**src/rtl/mem_arb_defs.sv**
```systemverilog
// Shared encodings for the memory bus arbiter: FSM states, owner codes and ROM page decode.
// Optional ROM write protection is selected with the MEM_ARB_ROM_WP_EN macro in mem_bus_arbiter.
package mem_arb_defs;

   localparam logic [1:0] IDLE   = 2'd0;
   localparam logic [1:0] ACCESS = 2'd1;
   localparam logic [1:0] ACK    = 2'd2;

   localparam logic OWNER_CPU = 1'b0;
   localparam logic OWNER_DMA = 1'b1;

   localparam logic [7:0] ROM_PAGE = 8'h00;

   typedef struct packed {
      logic        we;
      logic [15:0] addr;
      logic [7:0]  wdata;
   } bus_req_t;

   // Region decode looks only at the page byte: 0x00FF is ROM, 0x0100 is RAM.
   function automatic logic is_rom(input logic [15:0] addr);
      return addr[15:8] == ROM_PAGE;
   endfunction

endpackage

```
**src/rtl/mem_arb_pick.sv**
```systemverilog
// CPU-priority requester pick with a saturating starvation counter that forces a DMA win.
module mem_arb_pick
   import mem_arb_defs::*;
#(
   parameter int STARVE_LIMIT = 4
) (
   input  logic clk,
   input  logic reset,
   input  logic cpu_req,
   input  logic dma_req,
   input  logic arbitrate,
   output logic winner
);

   localparam logic [3:0] LIMIT = 4'(STARVE_LIMIT);

   logic [3:0] starve_cnt;

   assign winner = (dma_req && (!cpu_req || starve_cnt == LIMIT)) ? OWNER_DMA : OWNER_CPU;

   // Counts CPU grants taken while DMA was also waiting; any grant without DMA contention clears it.
   always_ff @(posedge clk or negedge reset) begin
      if (!reset) begin
         starve_cnt <= '0;
      end else if (arbitrate) begin
         if (winner == OWNER_DMA || !dma_req) begin
            starve_cnt <= '0;
         end else if (starve_cnt != LIMIT) begin
            starve_cnt <= starve_cnt + 4'd1;
         end
      end
   end

endmodule

```
**src/rtl/mem_bus_arbiter.sv**
```systemverilog
// Two-requester (CPU, DMA) arbiter and access sequencer for the shared ROM/RAM bus.
// Define MEM_ARB_ROM_WP_EN to suppress ROM-page write strobes and report them on rom_wr_err.
module mem_bus_arbiter
   import mem_arb_defs::*;
#(
   parameter int RAM_WAIT     = 2,
   parameter int STARVE_LIMIT = 4
) (
   input  logic        clk,
   input  logic        reset,
   input  logic        cpu_req,
   input  logic        cpu_we,
   input  logic [15:0] cpu_addr,
   input  logic [7:0]  cpu_wdata,
   output logic [7:0]  cpu_rdata,
   output logic        cpu_ack,
   input  logic        dma_req,
   input  logic        dma_we,
   input  logic [15:0] dma_addr,
   input  logic [7:0]  dma_wdata,
   output logic [7:0]  dma_rdata,
   output logic        dma_ack,
   output logic [15:0] mem_addr,
   output logic [7:0]  mem_wdata,
   input  logic [7:0]  mem_rdata,
   output logic        mem_read,
   output logic        mem_write,
   output logic        owner,
   output logic        busy
`ifdef MEM_ARB_ROM_WP_EN
   ,
   output logic        rom_wr_err
`endif
);

   // Handshake: a requester raises req with stable we/addr/wdata and holds them until its
   // one-cycle ack; the request is latched at grant, so later input changes are ignored.

   localparam logic [3:0] RAM_WAIT_CNT = 4'(RAM_WAIT);

   logic [1:0] state;
   bus_req_t   lat;
   bus_req_t   win_req;
   logic [3:0] wait_cnt;
   logic       arbitrate;
   logic       winner;
   logic       wr_block;

   assign arbitrate = (state == IDLE) && (cpu_req || dma_req);

   mem_arb_pick #(
      .STARVE_LIMIT(STARVE_LIMIT)
   ) u_pick (
      .clk      (clk),
      .reset    (reset),
      .cpu_req  (cpu_req),
      .dma_req  (dma_req),
      .arbitrate(arbitrate),
      .winner   (winner)
   );

   always_comb begin
      win_req = '{we: cpu_we, addr: cpu_addr, wdata: cpu_wdata};
      if (winner == OWNER_DMA) begin
         win_req = '{we: dma_we, addr: dma_addr, wdata: dma_wdata};
      end
   end

   always_ff @(posedge clk or negedge reset) begin
      if (!reset) begin
         state     <= IDLE;
         lat       <= '0;
         wait_cnt  <= '0;
         owner     <= OWNER_CPU;
         cpu_rdata <= '0;
         dma_rdata <= '0;
      end else begin
         case (state)
            IDLE: begin
               if (arbitrate) begin
                  lat      <= win_req;
                  owner    <= winner;
                  wait_cnt <= is_rom(win_req.addr) ? 4'd0 : RAM_WAIT_CNT;
                  state    <= ACCESS;
               end
            end
            ACCESS: begin
               if (wait_cnt == 4'd0) begin
                  if (owner == OWNER_DMA) begin
                     dma_rdata <= mem_rdata;
                  end else begin
                     cpu_rdata <= mem_rdata;
                  end
                  state <= ACK;
               end else begin
                  wait_cnt <= wait_cnt - 4'd1;
               end
            end
            ACK:     state <= IDLE;
            default: state <= IDLE;
         endcase
      end
   end

`ifdef MEM_ARB_ROM_WP_EN
   assign wr_block   = is_rom(lat.addr);
   assign rom_wr_err = (state == ACK) && lat.we && is_rom(lat.addr);
`else
   assign wr_block = 1'b0;
`endif

   assign busy      = (state != IDLE);
   assign mem_addr  = lat.addr;
   assign mem_wdata = lat.wdata;
   assign mem_read  = (state == ACCESS) && !lat.we;
   assign mem_write = (state == ACCESS) && lat.we && !wr_block;
   assign cpu_ack   = (state == ACK) && (owner == OWNER_CPU);
   assign dma_ack   = (state == ACK) && (owner == OWNER_DMA);

endmodule

```
**config.mk**
```make
export PLATFORM = sky130hd
export DESIGN_NAME = mem_bus_arbiter
export DESIGN_NICKNAME = d
export VERILOG_FILES = /design/src/rtl/mem_arb_defs.sv /design/src/rtl/mem_arb_pick.sv /design/src/rtl/mem_bus_arbiter.sv
export SDC_FILE = /design/constraint.sdc
export NUM_CORES = 1
export LEC_CHECK = 0
export CAP_MARGIN = 20
export CELL_PAD_IN_SITES_DETAIL_PLACEMENT = 0
export CELL_PAD_IN_SITES_GLOBAL_PLACEMENT = 1
export CORE_UTILIZATION = 34
export CTS_CLUSTER_DIAMETER = 30
export DETAILED_ROUTE_END_ITERATION = 16
export PLACE_DENSITY = 0.86
export REMOVE_ABC_BUFFERS = 1
export SYNTH_ARGS = -nofsm -noshare
export SYNTH_HDL_FRONTEND = slang
export SYNTH_SLANG_ARGS = --single-unit
```
**constraint.sdc**
```tcl
create_clock -name clk -period 5.1 [get_ports clk]
set_clock_uncertainty 0.2 [all_clocks]
set_input_delay 1.02 -clock clk [delete_from_list [all_inputs] [get_ports clk]]
set_output_delay 1.02 -clock clk [all_outputs]
set_load 0.02 [all_outputs]
```
==> results of run 1 <==
-- cell usage in the layout, fill, tap and decap left out, types with 2 or more instances in the layout --
cell type / n
clkdlybuf4s50_1: 106
dfrtp_1: 52
nand2_1: 32
mux2i_1: 28
o21ai_0: 27
mux2_2: 17
nor2_1: 9
clkbuf_8: 7
inv_1: 6
nor4_1: 5
ha_1: 4
nand2b_1: 2
nor3b_1: 2
o21ai_1: 2
nor3_1: 2
-- area by class of cell --
class | instances | area share
Tap cell | 99 | 0.03300
Timing Repair Buffer | 110 | 0.2987
Clock buffer | 7 | 0.02567
Sequential cell | 52 | 0.3467
Inverter | 6 | 0.006000
Multi-Input combinational cell | 147 | 0.2820
Clock inverter | 1 | 0.008000
-- per-layer routing --
| layer | up-vias | GRT usage |
|---|---|---|
| met5 | - | 0 |
| met4 | 0 | 0.04906 |
| met2 | 79 | 0.2616 |
| li1 | 962 | - |
| met3 | 8 | 0.05540 |
| met1 | 917 | 0.1716 |
-- final timing paths --
| check | slack (ns) | depth (start not counted) | from | to |
|---|---|---|---|---|
| min in group asynchronous | 0.64 | 2 | reset | lat[24] |
| worst max register to register | 2.87 | 5 | wait_cnt[0] | cpu_rdata[0] |
| max in group asynchronous | 3.61 | 2 | reset | mem_addr[7] |
| worst min-delay path | 0.28 | 2 | mem_addr[6] | mem_addr[6] |
| worst max-delay path | 1.93 | 3 | state[0] | mem_write |
| worst min register to register | 0.28 | 2 | mem_addr[6] | mem_addr[6] |
-- logic make-up after synthesis --
logic type      Yosys count  share of synthesized area
flops                    52                     0.5017
fa+ha+maj                 4                    0.01930
simple gates             62                     0.1196
xor+xnor                  1                   0.003377
buf+inv                  39                    0.09889
compound gates           35                    0.07525
mux                      45                     0.1819
-- worst reg2reg max path, delay by kind of cell, from the launching register on --
family | cells | cell delay (ns)
and+or+nand+nor | 2 | 0.81
DFF | 1 | 0.41
muxes | 1 | 0.40
adders and majority gates | 1 | 0.21
buffers and inverters | 1 | 0.09
-- registers in the layout (all words and copies together) (netlist names), 2 cells and up --
name and flops:
state 2, cpu_rdata 8, wait_cnt 4, mem_wdata 8, u_pick.starve_cnt 4, dma_rdata 8
mem_addr 16
-- report_power, final --
group	switching, mW	internal, mW	total (mW)
sequential	0.124	0.606	0.730
combinational	0.547	0.548	1.09
clock	0.131	0.173	0.305
total	0.802	1.33	2.13
-- metrics by stage --
step | hold WS, ns | power, mW | util | instance area [um2]
2_1_floorplan | 0.2604 | 1.309 | - | 2360
3_3_place_gp | 0.2611 | 1.804 | 0.4883 | 3580
3_5_place_dp | 0.2707 | 1.851 | 0.4948 | 3627
4_1_cts | 0.2922 | 2.162 | 0.5120 | 3754
5_1_grt | 0.3195 | 2.288 | 0.5120 | 3754
6_report | 0.2827 | 2.129 | 0.5120 | 3754
==> flow_summary.ini, run 1 <==
[clock_tree]
cts_buffers = 5
postCtsHoldBufs = 0
ctsHtreeMaxLevel = 2
cts_root_buf = clkbuf_8
cts_sinks = 52
cts_resized = 0
cts_tree = built
cts_setup_buffers = 0
worst_skew_pair.late_latency_ns = 0.29
path_clk_slew_ns = 0.09
cts_max_path_buffers = 2

[drt]
routed_wl_um = 5592
route.detailed.drc = 0
dr_wl_met3_um = 453
drt-vias-per-instance = 4.659
first_pass_iters = 3
highest_layer = met4
drt_iter0_drc = 72
wl_met2_um = 2763
post_drt_wl_per_cell_um = 13.25
wl_met1_um = 2298
vias = 1966
ant_nets = 0

[synth]
ys_seq_elements = 52
synth-edff-count = 0
synth_top_area_frac = 0.5017
synth.largest_area_cell = dfrtp_1
ys_seq_area_frac = 0.5017
synthTopCellsByArea = dfrtp_1 (50%), mux2i_1 (11%), mux2_2 (7.4%)
yosysMostFrequentCell = dfrtp_1
yosysWarnings = 0
synth_common_cells = dfrtp_1 (52), nand2_1 (32), mux2i_1 (28)
synth_cell_types = 33
postSynthAreaPerCell_um2 = 10.90
syn_area_mm2 = 0.002594
synthFlopType = dfrtp_1
syn-instance-count = 238
async_flop_share = 1.000

[setup_path]
criticalPathCategory = reg -> out
slowest_stage = clkdlybuf4s50_1
crit_buf_inv = 1
critPathTopFamily = buffers and inverters
required_ns = 3.88
crit_chain = nand2b_1 > nor2_1 > clkdlybuf4s50_1
path_max_fanout = 8
start_kind = register
worst_setup_path_end_kind = output port
arrival_ns = 1.95
max_stage_delay_ns = 0.64

[grt]
grt_pass1_vias = 1987
grt_max_degree = 53
antenna_found_initial = 0
grt_overflow = 0
grtUsageTotal = 0.1505
grt_pass1_wl_um = 9114

[hold_path]
worst_hold_path_type = reg -> reg

[timing]
rsz0062_at_grt = false
tightest_slew_ns = 0.7174
period_share = 0.6206
layout_setup_ws_ns = 1.935
setup_viol = 0
hold_viol_final = 0
layout_min_cycle_time_ns = 3.165
final-max-slew-violation-count = 0
relSlewSlack = 0.5180
setup_tns_ns = 0
timing.fmax_ghz = 0.3159

[final_layout]
fin_nets = 388
fill_cells = 647
multi_input_area_mm2 = 0.001059
seqCellArea_mm2 = 0.001301
drive_gt1_frac = 0.1115
antenna_cells = 0
area_growth_pct = 44.72
finalNonFillerCells = 422

[floorplan]
start_util = 0.3538
dieArea_mm2 = 0.007982
core_mm2 = 0.007331
die_x_um = 89.34
rows = 31
ios = 108
die_y_um = 89.34

[status]
outcome = complete, no violations

[power]
p_leak_nw = 1.576
ir_drop_uv = 216.2
powerDensity_mw_per_mm2 = 567.1

[place]
portBuffers = 107
dp_hpwl_um = 4204
dp_worst_setup_slack_ns = 1.973
place_congestion = 0.7383
place_inst = 414

[run]
drv_cap = 0
Note: power is estimated with default switching activity, not from simulation.
==> inputs of run 2 (changes only) <==
--- a/config.mk
+++ b/config.mk
@@ -8,10 +8,10 @@
 export CAP_MARGIN = 20
 export CELL_PAD_IN_SITES_DETAIL_PLACEMENT = 0
 export CELL_PAD_IN_SITES_GLOBAL_PLACEMENT = 1
-export CORE_UTILIZATION = 34
+export CORE_UTILIZATION = 29
 export CTS_CLUSTER_DIAMETER = 30
 export DETAILED_ROUTE_END_ITERATION = 16
-export PLACE_DENSITY = 0.86
+export PLACE_DENSITY = 0.78
 export REMOVE_ABC_BUFFERS = 1
 export SYNTH_ARGS = -nofsm -noshare
 export SYNTH_HDL_FRONTEND = slang
==> constraint.sdc (replaced) <==
create_clock -name clk -period 2.55 [get_ports clk]
set_clock_uncertainty 0.2 [all_clocks]
set_input_delay 0.51 -clock clk [delete_from_list [all_inputs] [get_ports clk]]
set_output_delay 0.51 -clock clk [all_outputs]
set_load 0.02 [all_outputs]
==> flow_summary.ini, run 2 (same netlist as run 1, synthesis figures left out) <==
[grt]
grtUsageTotal = 0.1273
grt_max_degree = 54
grt_pass1_vias = 1902
antenna_found_initial = 0
grt_overflow = 0
grt_pass1_wl_um = 8997

[floorplan]
start_util = 0.2989
die_x_um = 96.57
rows = 34
ios = 108
core_mm2 = 0.008678
dieArea_mm2 = 0.009326
die_y_um = 96.57

[setup_path]
ff2ff_setup_slack_ns = 0.32
critPathTopFamily = buffers and inverters
path_max_fanout = 7
crit_chain = nand2b_1 > nor2_1 > clkdlybuf4s50_1
crit_buf_inv = 1
startpoint = state[1]
arrival_ns = 1.72
criticalPathCategory = reg -> out
required_ns = 1.84
worst_r2r_path_depth = 5
max_stage_delay_ns = 0.61
slowest_stage = clkdlybuf4s50_1
worst_setup_path_end_kind = output port
timing.rr.end = cpu_rdata[1]
start_kind = register
r2r-start = wait_cnt[0]
crit_cells = 3
critPathCapture = mem_read

[drt]
post_drt_wl_per_cell_um = 13.05
ant_nets = 0
drt-vias-per-instance = 4.486
vias = 1947
first_pass_iters = 4
route.detailed.drc = 0
routed_wl_um = 5664
drt_iter0_drc = 32

[place]
portBuffers = 107
place_congestion = 0.7062
dp_hpwl_um = 4208
place_inst = 426

[clock_tree]
postCtsHoldBufs = 0
cts_max_path_buffers = 2
cts_tree = built
cts_setup_buffers = 0
cts_buffers = 5
path_clk_slew_ns = 0.10
ctsHtreeMaxLevel = 2
cts_root_buf = clkbuf_8
cts_sinks = 52
cts_resized = 0
worst_skew_pair.late_latency_ns = 0.31

[timing]
period_share = 0.9517
setup_viol = 0
tightest_slew_ns = 0.5913
rsz0062_at_grt = false
hold-worst-slack_ns = -0.01267
hold_viol_final = 6
timing.fmax_ghz = 0.4120
relSlewSlack = 0.6058
layout_min_cycle_time_ns = 2.427
final-max-slew-violation-count = 0

[power]
p_sw_frac = 0.3925
internal_power_mw = 2.518
p_seq_frac = 0.351
p_leak_nw = 1.568
p_clk_frac = 0.117
ir_drop_uv = 335.0
switching_power_mw = 1.627
powerDensity_mw_per_mm2 = 1103
combinationalPowerShare = 0.531

[final_layout]
seqCellArea_mm2 = 0.001301
antenna_cells = 0
fill_cells = 850
finalNonFillerCells = 434
drive_gt1_frac = 0.1196
area_growth_pct = 44.91
fin_nets = 391
largest_register_ffs = 16
multi_input_area_mm2 = 0.001059
final_cell_mix = clkdlybuf4s50_1 (106), dfrtp_1 (52), nand2_1 (32)
final_common_cell = clkdlybuf4s50_1

[hold_path]
worst_hold_path_type = in -> async

[status]
violations = hold timing
outcome = finished, violations left

[run]
drv_cap = 0
-- run 2: cell types whose count changed in the layout (fill, tap and decap cells not counted), sizes merged --
cell      previous run  this run
buf                  4         7
clkbuf               7         5
clkinvlp             0         2
bufinv               1         0
clkinv               0         1
-- run 2: final cells by class --
class | instances | area share
Clock buffer | 5 | 0.01831
Clock inverter | 3 | 0.006325
Inverter | 6 | 0.005992
Multi-Input combinational cell | 147 | 0.2816
Sequential cell | 52 | 0.3462
Tap cell | 108 | 0.03595
Timing Repair Buffer | 113 | 0.3056
-- run 2: through the flow --
stage | cell area, um2 | total power [mW] | setup slack, ns | utilization | setup TNS, ns
6_report | 3759 | 4.145 | 0.1231 | 0.4331 | 0
5_1_grt | 3759 | 4.480 | 0.01820 | 0.4331 | 0
4_1_cts | 3759 | 4.222 | 0.09807 | 0.4331 | 0
3_5_place_dp | 3666 | 3.716 | 0.2519 | 0.4224 | 0
3_3_place_gp | 3666 | 3.671 | 0.3150 | 0.4224 | 0
2_1_floorplan | 2360 | 2.617 | -0.7842 | - | -20.84
-- run 2: worst min-delay path by stage --
stage | slack (ns) | startpoint | cells past startpoint | to
floorplan | 0.01 | reset | 0 | cpu_rdata[0]
global placement | 0.26 | mem_addr[15] | 2 | mem_addr[15]
detailed placement | 0.27 | mem_addr[11] | 2 | mem_addr[11]
CTS | 0.007 | reset | 1 | u_pick.starve_cnt[2]
global route | 0.03 | reset | 1 | u_pick.starve_cnt[2]
finish | -0.01 | reset | 1 | u_pick.starve_cnt[2]
-- run 2: worst register-to-register path, stage by stage (launching register included) --
cell and delay [ns]:
dfrtp_1 0.42, inv_1 0.09, ha_1 0.22, or3b_4 0.44, nor3_4 0.36, mux2_2 0.39
-- run 2: routing by layer --
metal / global-route usage / vias to the layer above / part of all wire
met2: 0.2130 / 70 / 0.48
met4: 0.02941 / 0 / 0.0067
met1: 0.1532 / 903 / 0.42
met3: 0.05086 / 4 / 0.094
li1: - / 970 / -
met5: 0 / - / 0
-- run 2: power groups by stage --
stage | Clock, mW | Combinational (mW) | Sequential (mW)
6_report | 0.487 | 2.20 | 1.46
5_1_grt | 0.542 | 2.42 | 1.52
4_1_cts | 0.515 | 2.24 | 1.47
3_5_place_dp | 0 | 2.24 | 1.48
3_3_place_gp | 0 | 2.20 | 1.47
2_1_floorplan | 0 | 0.781 | 1.84
